**src/rtl/sirv_mrom_copier_pkg.sv**
```systemverilog
// Shared types and constants for the mask-ROM boot copier: FSM encoding and ICB field widths.
package sirv_mrom_copier_pkg;

  typedef enum logic [2:0] {
    ST_IDLE  = 3'd0,
    ST_FETCH = 3'd1,
    ST_CMD   = 3'd2,
    ST_RSP   = 3'd3,
    ST_DONE  = 3'd4
  } state_e;

  localparam int ICB_AW = 32;
  localparam int ICB_DW = 32;
  localparam int ICB_MW = ICB_DW / 8;

  localparam logic [ICB_MW-1:0] WMASK_FULL = 4'hF;

  // Index counter width; a single-word copy still needs one bit.
  function automatic int idx_width(input int n);
    return (n <= 2) ? 1 : $clog2(n);
  endfunction

endpackage

```
**src/rtl/sirv_mrom_copier.sv**
```systemverilog
// Boot copy engine: reads ROM words from 0 and writes each to DST_BASE + 4*index over ICB.
// Three cycles per word at zero wait; low cmd_ready / rsp_valid stretches CMD / RSP, one command outstanding.
module sirv_mrom_copier
  import sirv_mrom_copier_pkg::*;
#(
  parameter int          AW         = 12,
  parameter int          DW         = 32,
  parameter int          DP         = 1024,
  parameter int          COPY_WORDS = 1024,
  parameter logic [31:0] DST_BASE   = 32'h8000_0000
) (
  input  logic              clk,
  input  logic              rst_n,
  input  logic              start,
  output logic [AW-3:0]     rom_addr,
  input  logic [DW-1:0]     rom_dout,
  output logic              icb_cmd_valid,
  input  logic              icb_cmd_ready,
  output logic [ICB_AW-1:0] icb_cmd_addr,
  output logic              icb_cmd_read,
  output logic [DW-1:0]     icb_cmd_wdata,
  output logic [DW/8-1:0]   icb_cmd_wmask,
  input  logic              icb_rsp_valid,
  output logic              icb_rsp_ready,
  input  logic              icb_rsp_err,
  output logic              busy,
  output logic              done,
  output logic              err
);

  localparam int            IW       = idx_width(COPY_WORDS);
  localparam logic [IW-1:0] LAST_IDX = IW'(COPY_WORDS - 1);

  if (COPY_WORDS < 1 || COPY_WORDS > DP || DW != 32 || DST_BASE[1:0] != 2'b00) begin : g_bad_param
    $error("sirv_mrom_copier: illegal COPY_WORDS, DW or DST_BASE");
  end

  state_e            state_q, state_d;
  logic [IW-1:0]     idx_q, idx_d;
  logic [ICB_AW-1:0] addr_q, addr_d;
  logic [DW-1:0]     wdata_q, wdata_d;
  logic              done_q, done_d;
  logic              err_q, err_d;

  always_ff @(posedge clk) begin
    if (!rst_n) begin
      state_q <= ST_IDLE;
      idx_q   <= '0;
      addr_q  <= '0;
      wdata_q <= '0;
      done_q  <= 1'b0;
      err_q   <= 1'b0;
    end else begin
      state_q <= state_d;
      idx_q   <= idx_d;
      addr_q  <= addr_d;
      wdata_q <= wdata_d;
      done_q  <= done_d;
      err_q   <= err_d;
    end
  end

  always_comb begin
    state_d = state_q;
    idx_d   = idx_q;
    addr_d  = addr_q;
    wdata_d = wdata_q;
    done_d  = done_q;
    err_d   = err_q;
    case (state_q)
      ST_IDLE, ST_DONE: begin
        if (start) begin
          state_d = ST_FETCH;
          idx_d   = '0;
          done_d  = 1'b0;
          err_d   = 1'b0;
        end
      end
      ST_FETCH: begin
        // Command fields are frozen here so they stay put through any CMD stall.
        wdata_d = rom_dout;
        addr_d  = DST_BASE + (ICB_AW'(idx_q) << 2);
        state_d = ST_CMD;
      end
      ST_CMD: begin
        if (icb_cmd_ready) state_d = ST_RSP;
      end
      ST_RSP: begin
        if (icb_rsp_valid) begin
          if (icb_rsp_err) begin
            err_d   = 1'b1;
            done_d  = 1'b1;
            state_d = ST_DONE;
          end else if (idx_q == LAST_IDX) begin
            done_d  = 1'b1;
            state_d = ST_DONE;
          end else begin
            idx_d   = idx_q + 1'b1;
            state_d = ST_FETCH;
          end
        end
      end
      default: state_d = ST_IDLE;
    endcase
  end

  always_comb begin
    icb_cmd_valid = (state_q == ST_CMD);
    icb_rsp_ready = (state_q == ST_RSP);
    busy          = (state_q == ST_FETCH) || (state_q == ST_CMD) || (state_q == ST_RSP);
    icb_cmd_wmask = icb_cmd_valid ? WMASK_FULL : '0;
  end

  assign rom_addr      = (AW-2)'(idx_q);
  assign icb_cmd_addr  = addr_q;
  assign icb_cmd_wdata = wdata_q;
  assign icb_cmd_read  = 1'b0;
  assign done          = done_q;
  assign err           = err_q;

endmodule
```
**config.mk**
```make
export PLATFORM = sky130hd
export DESIGN_NAME = sirv_mrom_copier
export DESIGN_NICKNAME = d
export VERILOG_FILES = /design/src/rtl/sirv_mrom_copier_pkg.sv /design/src/rtl/sirv_mrom_copier.sv
export SDC_FILE = /design/constraint.sdc
export NUM_CORES = 1
export LEC_CHECK = 0
export CORE_MARGIN = 2
export CORE_UTILIZATION = 30
export DETAILED_ROUTE_END_ITERATION = 12
export DONT_BUFFER_PORTS = 1
export PLACE_DENSITY = 0.5
export RECOVER_POWER = 50
export SLEW_MARGIN = 20
export SYNTH_ARGS = -nofsm -noshare
export SYNTH_HDL_FRONTEND = slang
export SYNTH_SLANG_ARGS = --single-unit
```
**constraint.sdc**
```tcl
create_clock -name clk -period 2.05 [get_ports clk]
set_clock_uncertainty 0.2 [all_clocks]
set_input_delay 0.41 -clock clk [delete_from_list [all_inputs] [get_ports clk]]
set_output_delay 0.41 -clock clk [all_outputs]
set_load 0.02 [all_outputs]
```
==> results.rst, run 1 <==
.. list-table::
   :header-rows: 1

   * - Metric
     - Value
   * - Setup repair after global routing missed its margin
     - no
   * - Clock-pin slew reported for the worst setup and hold paths after clock tree synthesis
     - 60 ps
   * - Setup Crit Path Kind
     - flip-flop to flip-flop
   * - CP required
     - 2060 ps
   * - Die Ht
     - 96.0 µm
   * - Max-Cap Viols
     - 0
   * - Max rail drop VDD
     - 0.223 mV
   * - # nets final
     - 378
   * - CP cell instances
     - nand4b_1 -> nand3_1 -> o21ai_1 -> a22o_2
   * - Pre-CTS setup slack
     - 120 ps
   * - Number of buffers inserted during clock tree synthesis
     - 9
   * - Total area of sequential cells
     - 1160 µm²
   * - Placed instance count
     - 410
   * - Cell with the most instances after synthesis
     - sky130_fd_sc_hd__nand2_1
   * - HPWL after detailed placement
     - 4.21 mm
   * - Total global-route track usage
     - 13.4%
   * - Number of warnings reported in the yosys synthesis log
     - 0
   * - Worst hold-check path type
     - input port to flip-flop
   * - Worst path max stage delay
     - 520 ps
   * - Fraction of layout cells with a size suffix above 1
     - 10.5%
   * - Average routed wire per standard cell
     - 14.2 µm
   * - Count of different cell masters after synthesis
     - 45
   * - Final critical-path setup slack
     - 56.0 ps
   * - H-tree levels
     - 3
   * - Post-synth EDFFs
     - 0
   * - Count of vias placed by the detailed router
     - 2171
   * - Core outline area
     - 8220 µm²
   * - Overflow after GRT
     - 0
   * - Fin. max-slew vios
     - 0
   * - Wire length reported by the detailed router
     - 6.34 mm
   * - Post-synth top flop
     - sky130_fd_sc_hd__dfxtp_1
   * - Status
     - completed
   * - Wire length of the first global-routing pass
     - 9.31 mm
   * - Final Power
     - 2.47 mW
   * - Clock sink count
     - 58
   * - Diode insertion count for antenna repair
     - 0
   * - Insertion delay to the later sink of the worst-skew pair
     - 330 ps
   * - Final critical path time including I/O delays and setup
     - 1990 ps
   * - DRC violations left
     - 0
   * - Area of combinational cells with multiple inputs
     - 1150 µm²
   * - Cells after Synth
     - 315
   * - Slowest CP cell
     - sky130_fd_sc_hd__dfxtp_1
   * - Clock tree from TritonCTS
     - done
   * - Area share of the largest cell type after synthesis
     - 45.7%
   * - Area enclosed by the die boundary
     - 9220 µm²
   * - Routability congestion estimate
     - 0.772
   * - Sequential cell area fraction in the yosys report
     - 45.7%
   * - Synth-to-layout area growth
     - 17.1%
   * - Top cells by area in the synthesized netlist
     - sky130_fd_sc_hd__dfxtp_1 (46%), sky130_fd_sc_hd__nand2_1 (13%), sky130_fd_sc_hd__a21oi_1 (8.5%)
   * - Post-Syn Area per Cell
     - 8.06 µm²
   * - Flip-flop and latch count after synthesis
     - 58
   * - Relative slew slack
     - 65.7%
   * - Final setup violation count
     - 0
   * - Data arrival time of the critical path
     - 2010 ps
   * - Port-buffer cells
     - 0
   * - Number of buffer and inverter instances along the worst setup path
     - 0
   * - 1st-iter DRT viols
     - 86
   * - Count of non-filler cells in the finished layout
     - 448
   * - Pre-Repair DR Iteration Count
     - 4
   * - Antenna Nets Post-Route
     - 0
   * - Cell accounting for the most synthesized area
     - sky130_fd_sc_hd__dfxtp_1
   * - Post-Syn Area
     - 2540 µm²
   * - Worst path top cell family by delay
     - simple AND/OR/NAND/NOR gates
   * - Horizontal die dimension
     - 96.0 µm
   * - Initial antenna violation count
     - 0
   * - Clk Tree Root Cell
     - sky130_fd_sc_hd__clkbuf_8
   * - Fin Setup TNS
     - 0 ps
   * - Synth async-reset ratio
     - 0%
   * - Most used standard cells in the synthesized netlist
     - sky130_fd_sc_hd__nand2_1 (91), sky130_fd_sc_hd__dfxtp_1 (58), sky130_fd_sc_hd__a21oi_1 (43)
   * - Worst Setup End Kind
     - flip-flop
   * - Initial core utilization
     - 30.9%
   * - Highest achievable clock rate
     - 501 MHz
   * - CP startpoint kind
     - flip-flop
   * - Site Rows
     - 33
   * - Worst hold slack across all endpoints
     - 23.3 ps
   * - Crit share post-route
     - 97.3%
   * - Number of global-route vias before repair
     - 1899
   * - Total power per unit cell area
     - 832 nW/µm²
   * - CP max FO
     - 11
   * - Largest net degree at the start of global routing
     - 44
   * - Number of endpoints with negative hold slack in the final report
     - 0
   * - Total of fill cells in the finished design
     - 885
   * - I/O pin cnt
     - 122
   * - Maximum root-to-sink buffer count
     - 2
   * - Least-Margin Pin Slew
     - 514 ps
   * - Via density per instance
     - 4.85
   * - Leakage dissipation
     - 1.12 nW
[worst paths after layout]
kind,from,to,slack [ps],cells past startpoint
hold / removal,rom_dout[15],icb_cmd_wdata[15],20,2
setup / recovery,state_q[0],rom_addr[0],60,4
hold reg to reg,rom_addr[4],rom_addr[4],340,1
setup reg to reg,state_q[0],rom_addr[0],60,4
[per-layer routing]
| layer | global-route usage (%) | part of all wire [%] |
|---|---|---|
| met4 | 6.79 | 1.5 |
| met3 | 5.17 | 8.8 |
| met1 | 14.1 | 40 |
| met2 | 23.0 | 50 |
| met5 | 0 | 0 |
[power by group]
group	total (mW)	switching, mW	internal, mW
combinational	0.287	0.191	0.0968
sequential	1.27	0.0910	1.18
clock	0.919	0.423	0.497
total	2.47	0.704	1.77
[layout make-up]
cell class	instances	area share, %
clock buffer	13	5.34
clock inverter	2	0.421
inverter	2	0.252
multi-input combinational	228	38.6
sequential	58	39.0
tap	105	4.42
timing repair buffer	40	11.9
[timing repair]
| item | 4_1_cts | 5_1_grt |
|---|---|---|
| hold buffers | 22 | 1 |
| endpoints found under the hold margin | 22 | 1 |
| resized for setup | 0 | 2 |
| setup buffers | 0 | 0 |
| endpoints found under the setup margin | 0 | 6 |
[sequential cells by signal, summed over array words and instances, names as in the netlist]
| register | count |
|---|---|
| state_q | 3 |
| done | 1 |
| err | 1 |
| rom_addr | 10 |
| icb_cmd_addr | 11 |
| icb_cmd_wdata | 32 |
[cell families after synthesis]
| logic type | synth area share, % |
|---|---|
| simple gates | 22.8 |
| compound gates | 18.3 |
| flops | 45.7 |
| buf+inv | 12.5 |
| fa+ha+maj | 0.493 |
| other cells | 0.148 |
[placed cells by master (no fill, tap or decap), types with 2 or more instances in the layout]
master	count
sky130_fd_sc_hd__a31oi_1	5
sky130_fd_sc_hd__nand2_1	91
sky130_fd_sc_hd__nor2_1	8
sky130_fd_sc_hd__a41oi_1	2
sky130_fd_sc_hd__clkbuf_1	6
sky130_fd_sc_hd__dlygate4sd3_1	23
sky130_fd_sc_hd__nand3_1	6
sky130_fd_sc_hd__dfxtp_1	58
sky130_fd_sc_hd__o211a_1	2
sky130_fd_sc_hd__nand4_1	3
sky130_fd_sc_hd__a21oi_1	43
sky130_fd_sc_hd__and2_1	3
sky130_fd_sc_hd__o21ai_0	4
sky130_fd_sc_hd__nand2b_1	2
sky130_fd_sc_hd__a21o_1	2
sky130_fd_sc_hd__nor4b_1	3
sky130_fd_sc_hd__conb_1	22
sky130_fd_sc_hd__a32o_1	3
sky130_fd_sc_hd__clkbuf_8	11
sky130_fd_sc_hd__a31o_1	4
sky130_fd_sc_hd__and3_1	2
sky130_fd_sc_hd__nor2_2	3
sky130_fd_sc_hd__buf_4	11
[per-stage QoR]
stage | area [µm²] | utilization, %
global route | 2970 | 36.2
floorplan | 2620 | -
CTS | 2990 | 36.3
finish | 2970 | 36.2
detailed placement | 2590 | 31.6
global placement | 2590 | 31.6
[worst register-to-register path, cell delays in order (launching register included)]
cell and delay [ps]:
sky130_fd_sc_hd__dfxtp_1 520, sky130_fd_sc_hd__nand4b_1 400, sky130_fd_sc_hd__nand3_1 360, sky130_fd_sc_hd__o21ai_1 140, sky130_fd_sc_hd__a22o_2 270
No activity file was read; power rests on OpenSTA's default activity.
==> inputs of run 2 (changes only) <==
- CORE_UTILIZATION: 30 -> 62
- PLACE_DENSITY: 0.5 -> 0.84
==> run 2 against run 1 <==
  * Wire length shrank 14%
  * Maximum frequency up 4.2%
  * Final cell count is 17% lower
  * Die area fell by 50%
  * Global-route usage up 9.1 points
  * First-iteration DRC count is 4.7% higher
  * Critical path type unchanged
  * Largest power group unchanged
  * Design area fell by 8.4%
==> results.rst, run 2 (synthesized netlist as in run 1, its figures left out) <==
.. list-table::
   :header-rows: 1

   * - Metric
     - Value
   * - Status
     - completed
   * - Reg2reg path depth
     - 5
   * - Total power per unit cell area
     - 974 nW/µm²
   * - Worst path top cell family by delay
     - simple AND/OR/NAND/NOR gates
   * - Area of combinational cells with multiple inputs
     - 1150 µm²
   * - Wire length reported by the detailed router
     - 5.48 mm
   * - R2r endpoint
     - rom_addr[9]
   * - Number of buffer and inverter instances along the worst setup path
     - 1
   * - Clk Tree Root Cell
     - sky130_fd_sc_hd__clkbuf_8
   * - Utilization after layout
     - 68.6%
   * - Max rail drop VDD
     - 0.456 mV
   * - Number of endpoints with negative hold slack in the final report
     - 0
   * - CP startpoint kind
     - flip-flop
   * - Most frequent cells in the layout
     - sky130_fd_sc_hd__nand2_1 (91), sky130_fd_sc_hd__dfxtp_1 (57), sky130_fd_sc_hd__a21oi_1 (43)
   * - Final setup violation count
     - 0
   * - Area enclosed by the die boundary
     - 4620 µm²
   * - Diode insertion count for antenna repair
     - 0
   * - HPWL after detailed placement
     - 3.64 mm
   * - Routability congestion estimate
     - 0.984
   * - Worst reg-to-reg setup slack
     - 140 ps
   * - Standard cell area after detailed placement
     - 2490 µm²
   * - Horizontal die dimension
     - 68.0 µm
   * - Fin Setup TNS
     - 0 ps
   * - Pre-Repair DR Iteration Count
     - 4
   * - Count of vias placed by the detailed router
     - 2101
   * - Highest achievable clock rate
     - 523 MHz
   * - Via density per instance
     - 5.62
   * - Count of non-filler cells in the finished layout
     - 374
   * - # nets final
     - 358
   * - Average routed wire per standard cell
     - 14.7 µm
   * - Post-CTS Repair Setup Buffers
     - 0
   * - Maximum root-to-sink buffer count
     - 2
   * - WHS Path Cells
     - 2
   * - CP cell instances
     - clkbuf_1 -> and4b_1 -> nor4b_1 -> o21ai_0 -> a21o_1
   * - Clock share of power
     - 43.1%
   * - 1st-iter DRT viols
     - 90
   * - Worst min-delay path startpoint
     - rom_dout[31]
   * - Clock sink count
     - 58
   * - Port-buffer cells
     - 0
   * - Least-Margin Pin Slew
     - 568 ps
   * - Setup repair after global routing missed its margin
     - no
   * - Most common cell after layout, fill and taps aside
     - sky130_fd_sc_hd__nand2_1
   * - DRC violations left
     - 0
   * - Cell-internal power
     - 1.96 mW
   * - Reg-to-reg startpoint
     - rom_addr[0]
   * - Die Ht
     - 68.0 µm
   * - Initial antenna violation count
     - 0
   * - Worst path max stage delay
     - 370 ps
   * - CP max FO
     - 6
   * - Antenna Nets Post-Route
     - 0
   * - Worst Setup End Kind
     - flip-flop
   * - Flop pwr share
     - 47.7%
   * - Slowest CP cell
     - sky130_fd_sc_hd__and4b_1
   * - Largest net degree at the start of global routing
     - 44
   * - H-tree levels
     - 3
   * - Synth-to-layout area growth
     - 7.24%
   * - Relative slew slack
     - 61.6%
   * - Initial core utilization
     - 64.0%
   * - Clock-pin slew reported for the worst setup and hold paths after clock tree synthesis
     - 70 ps
   * - Placed instance count
     - 354
   * - Total area of sequential cells
     - 1160 µm²
   * - Max-Cap Viols
     - 0
   * - Wire length of the first global-routing pass
     - 7.70 mm
   * - Site Rows
     - 23
   * - I/O pin cnt
     - 122
   * - Pre-CTS setup slack
     - 142 ps
   * - Total of fill cells in the finished design
     - 324
   * - Area of all placed cells without fillers
     - 2720 µm²
   * - Number of global-route vias before repair
     - 1789
   * - Insertion delay to the later sink of the worst-skew pair
     - 320 ps
   * - Leakage dissipation
     - 1.03 nW
   * - Final critical-path setup slack
     - 136 ps
   * - Clock tree from TritonCTS
     - done
   * - Fin. max-slew vios
     - 0
   * - Total global-route track usage
     - 22.5%
   * - Final critical path time including I/O delays and setup
     - 1910 ps
   * - Data arrival time of the critical path
     - 1930 ps
   * - Switching portion of total power
     - 26.3%
   * - CP required
     - 2070 ps
   * - Core outline area
     - 3970 µm²
   * - Worst Hold Endpoint
     - icb_cmd_wdata[31]
   * - Crit share post-route
     - 93.4%
   * - Fraction of layout cells with a size suffix above 1
     - 10.2%
   * - Overflow after GRT
     - 0
   * - Worst hold-check path type
     - input port to flip-flop
   * - Number of buffers inserted during clock tree synthesis
     - 9
   * - Switching power
     - 0.699 mW
   * - Setup Crit Path Kind
     - flip-flop to flip-flop
   * - Number of flip-flops under the largest register name
     - 32
   * - Gate power share
     - 9.2%
==> run 2: layer usage <==
layer / share of wire (%) / track usage (%)
met5: 0 / 0
met3: 11 / 7.07
met1: 39 / 25.6
met4: 1.6 / 12.8
met2: 48 / 37.0
==> run 2: repair_timing <==
item                                    CTS  global route
endpoints found under the setup margin    0             3
hold buffers                              3             1
resized for setup                         0             3
hold endpoints to repair                  2             1
==> run 2: area by class of cell <==
cell class	count	area share, %
clock buffers	11	5.19
clock inverters	5	2.85
inverters	2	0.276
multi-input cells	228	42.1
flip-flops and latches	58	42.7
well taps	50	2.30
repair buffers	20	4.64
==> run 2: worst max path at each step <==
stage / startpoint / to / slack (ps) / depth (start not counted)
after floorplan: rom_addr[0] / rom_addr[3] / 60 / 6
after CTS: state_q[0] / state_q[1] / 100 / 5
final: rom_addr[0] / rom_addr[9] / 140 / 5
after global placement: state_q[0] / rom_addr[0] / 240 / 4
after detailed placement: rom_addr[0] / rom_addr[3] / 140 / 5
after global routing: rom_addr[0] / rom_addr[3] / 30 / 5
==> run 2: power groups by stage <==
stage	Clock, mW	Combinational (mW)	Sequential (mW)
after detailed placement	0	0.234	1.29
after CTS	1.16	0.240	1.27
final	1.14	0.244	1.27
after global routing	1.21	0.273	1.28
after floorplan	0	0.262	1.28
after global placement	0	0.228	1.29
==> run 2: per-stage QoR <==
step	total power [mW]	hold WS, ps
final	2.65	12.3
after global routing	2.76	5.21
after CTS	2.67	5.15
after detailed placement	1.53	323
after global placement	1.52	311
after floorplan	1.54	318
==> inputs of run 3 (changes only) <==
- CTS_CLUSTER_DIAMETER: default -> 150
- REMOVE_ABC_BUFFERS: default -> 1
==> run 3 against run 2 <==
  * Worst setup slack better by 23 ps
  * Register-to-register slack better by 20 ps
  * Sequential share of layout area is 2.5 points lower
  * Non-clock buffer count is 19 higher
  * Via count is 3.3% higher
  * Wire length is 6.6% higher
  * Power is 2.9% lower
  * Critical path depth stayed put
  * Critical path type unchanged
  * Largest cell class unchanged
  * Highest routed layer unchanged
==> results.rst, run 3 (synthesized netlist as in run 1, its figures left out) <==
.. list-table::
   :header-rows: 1

   * - Metric
     - Value
   * - Status
     - completed
   * - Antenna Nets Post-Route
     - 0
   * - Total of fill cells in the finished design
     - 316
   * - Maximum root-to-sink buffer count
     - 2
   * - Worst path top cell family by delay
     - simple AND/OR/NAND/NOR gates
   * - Clock sink count
     - 58
   * - Clock tree from TritonCTS
     - done
   * - Die Ht
     - 68.0 µm
   * - Site Rows
     - 23
   * - Number of buffer and inverter instances along the worst setup path
     - 1
   * - Routability congestion estimate
     - 0.889
   * - CP required
     - 2070 ps
   * - Worst path max stage delay
     - 360 ps
   * - Initial antenna violation count
     - 0
   * - Port-buffer cells
     - 0
   * - H-tree levels
     - 3
   * - Wire length of the first global-routing pass
     - 8.52 mm
   * - Clock-pin slew reported for the worst setup and hold paths after clock tree synthesis
     - 60 ps
   * - Fraction of layout cells with a size suffix above 1
     - 11.4%
   * - R2r endpoint
     - rom_addr[9]
   * - Placed instance count
     - 355
   * - Total global-route track usage
     - 25.0%
   * - Number of flip-flops under the largest register name
     - 32
   * - Total power per unit cell area
     - 889 nW/µm²
   * - 1st-iter DRT viols
     - 123
   * - Final critical path time including I/O delays and setup
     - 1890 ps
   * - Number of endpoints with negative hold slack in the final report
     - 0
   * - Setup repair after global routing missed its margin
     - no
   * - Fin. max-slew vios
     - 0
   * - Core outline area
     - 3970 µm²
   * - Data arrival time of the critical path
     - 1910 ps
   * - Number of buffers inserted during clock tree synthesis
     - 9
   * - Reg-to-reg startpoint
     - rom_addr[0]
   * - Worst reg-to-reg setup slack
     - 160 ps
   * - Max rail drop VDD
     - 0.574 mV
   * - Count of vias placed by the detailed router
     - 2171
   * - CP startpoint kind
     - flip-flop
   * - Worst Setup End Kind
     - flip-flop
   * - Area enclosed by the die boundary
     - 4620 µm²
   * - CP cell instances
     - clkbuf_1 -> and4b_1 -> nor4b_1 -> o21ai_0 -> a21o_1
   * - Met3 track utilization from global routing
     - 12.3%
   * - # nets final
     - 377
   * - Count of non-filler cells in the finished layout
     - 393
   * - Average routed wire per standard cell
     - 14.9 µm
   * - Wire length reported by the detailed router
     - 5.85 mm
   * - WHS Path Cells
     - 2
   * - Reg2reg path depth
     - 5
   * - Insertion delay to the later sink of the worst-skew pair
     - 330 ps
   * - Clk Tree Root Cell
     - sky130_fd_sc_hd__clkbuf_8
   * - Launching instance or port of the critical path
     - rom_addr[0]
   * - Worst hold-check path type
     - input port to flip-flop
   * - Horizontal die dimension
     - 68.0 µm
   * - Synth-to-layout area growth
     - 14.0%
   * - Pre-Repair DR Iteration Count
     - 5
   * - Global routing usage on met1
     - 27.4%
   * - HPWL after detailed placement
     - 3.75 mm
   * - Largest net degree at the start of global routing
     - 43
   * - Slowest CP cell
     - sky130_fd_sc_hd__clkbuf_1
   * - Diode insertion count for antenna repair
     - 0
   * - Utilization after layout
     - 72.9%
   * - Number of cells on the critical path
     - 5
   * - Most used routing layer
     - met2
   * - Initial core utilization
     - 64.0%
   * - I/O pin cnt
     - 122
   * - Relative slew slack
     - 47.3%
   * - Most frequent cells in the layout
     - sky130_fd_sc_hd__nand2_1 (91), sky130_fd_sc_hd__dfxtp_1 (57), sky130_fd_sc_hd__a21oi_1 (43)
   * - Most common cell after layout, fill and taps aside
     - sky130_fd_sc_hd__nand2_1
   * - Number of global-route vias before repair
     - 1916
   * - Highest achievable clock rate
     - 529 MHz
   * - Least-Margin Pin Slew
     - 790 ps
   * - Met2 Use GR
     - 41.6%
   * - Setup Crit Path Kind
     - flip-flop to flip-flop
   * - Endpoint of the most critical setup path
     - rom_addr[9]
   * - Final setup violation count
     - 0
   * - Overflow after GRT
     - 0
   * - Crit share post-route
     - 92.3%
   * - Leakage dissipation
     - 1.12 nW
   * - DRC violations left
     - 0
   * - Max-Cap Viols
     - 0
   * - Via density per instance
     - 5.52
   * - CP max FO
     - 6
-- run 3: changes by cell type in the layout (fill, tap and decap cells not counted), moves of 2 or more --
cell | before | now
sky130_fd_sc_hd__buf_4 | 7 | 11
sky130_fd_sc_hd__clkbuf_1 | 10 | 6
sky130_fd_sc_hd__clkbuf_2 | 0 | 2
sky130_fd_sc_hd__dlygate4sd3_1 | 4 | 21
-- run 3: worst min-delay path by stage --
| stage | from | slack (ps) | end |
|---|---|---|---|
| global placement | icb_rsp_valid | 320 | state_q[1] |
| global route | rom_dout[16] | -1 | icb_cmd_wdata[16] |
| detailed placement | icb_rsp_valid | 330 | state_q[1] |
| finish | rom_dout[13] | 20 | icb_cmd_wdata[13] |
| CTS | rom_dout[13] | 0.3 | icb_cmd_wdata[13] |
| floorplan | state_q[1] | 290 | state_q[1] |
-- run 3: cell type report --
| class | count | area (µm²) | share of cell area (%) |
|---|---|---|---|
| clock buffers | 11 | 141 | 4.88 |
| clock inverters | 5 | 53.8 | 1.86 |
| inverters | 2 | 7.51 | 0.259 |
| multi-input cells | 228 | 1150 | 39.6 |
| flip-flops and latches | 58 | 1160 | 40.1 |
| well taps | 50 | 62.6 | 2.16 |
| repair buffers | 39 | 322 | 11.1 |
-- run 3: timing repair --
item,CTS,global route
buffers inserted,0,1
endpoints found under the setup margin,0,7
hold buffers,19,2
hold endpoints to repair,19,2
resized for setup,0,3
-- run 3: power by group --
part	switching (mW)	internal, mW
Combinational	0.187	0.0879
Clock	0.443	0.590
Sequential	0.0915	1.18
-- run 3: per-layer routing --
metal,share of wire [%],routed length (µm),up-vias
met2,49,2890,114
li1,-,-,1070
met4,0.62,36,0
met1,39,2290,983
met5,0,0,-
met3,11,625,4
-- run 3: through the flow --
| step | setup slack, ps | TNS (ps) | area, µm² | power [mW] | hold slack, ps |
|---|---|---|---|---|---|
| finish | 159 | 0 | 2900 | 2.58 | 17.8 |
| global route | 21.6 | 0 | 2900 | 2.69 | -1.32 |
| CTS | 60.4 | 0 | 2890 | 2.60 | 0.328 |
| detailed placement | 114 | 0 | 2500 | 1.53 | 328 |
| global placement | 192 | 0 | 2500 | 1.52 | 324 |
| floorplan | -294 | -1470 | 2310 | 1.47 | 292 |
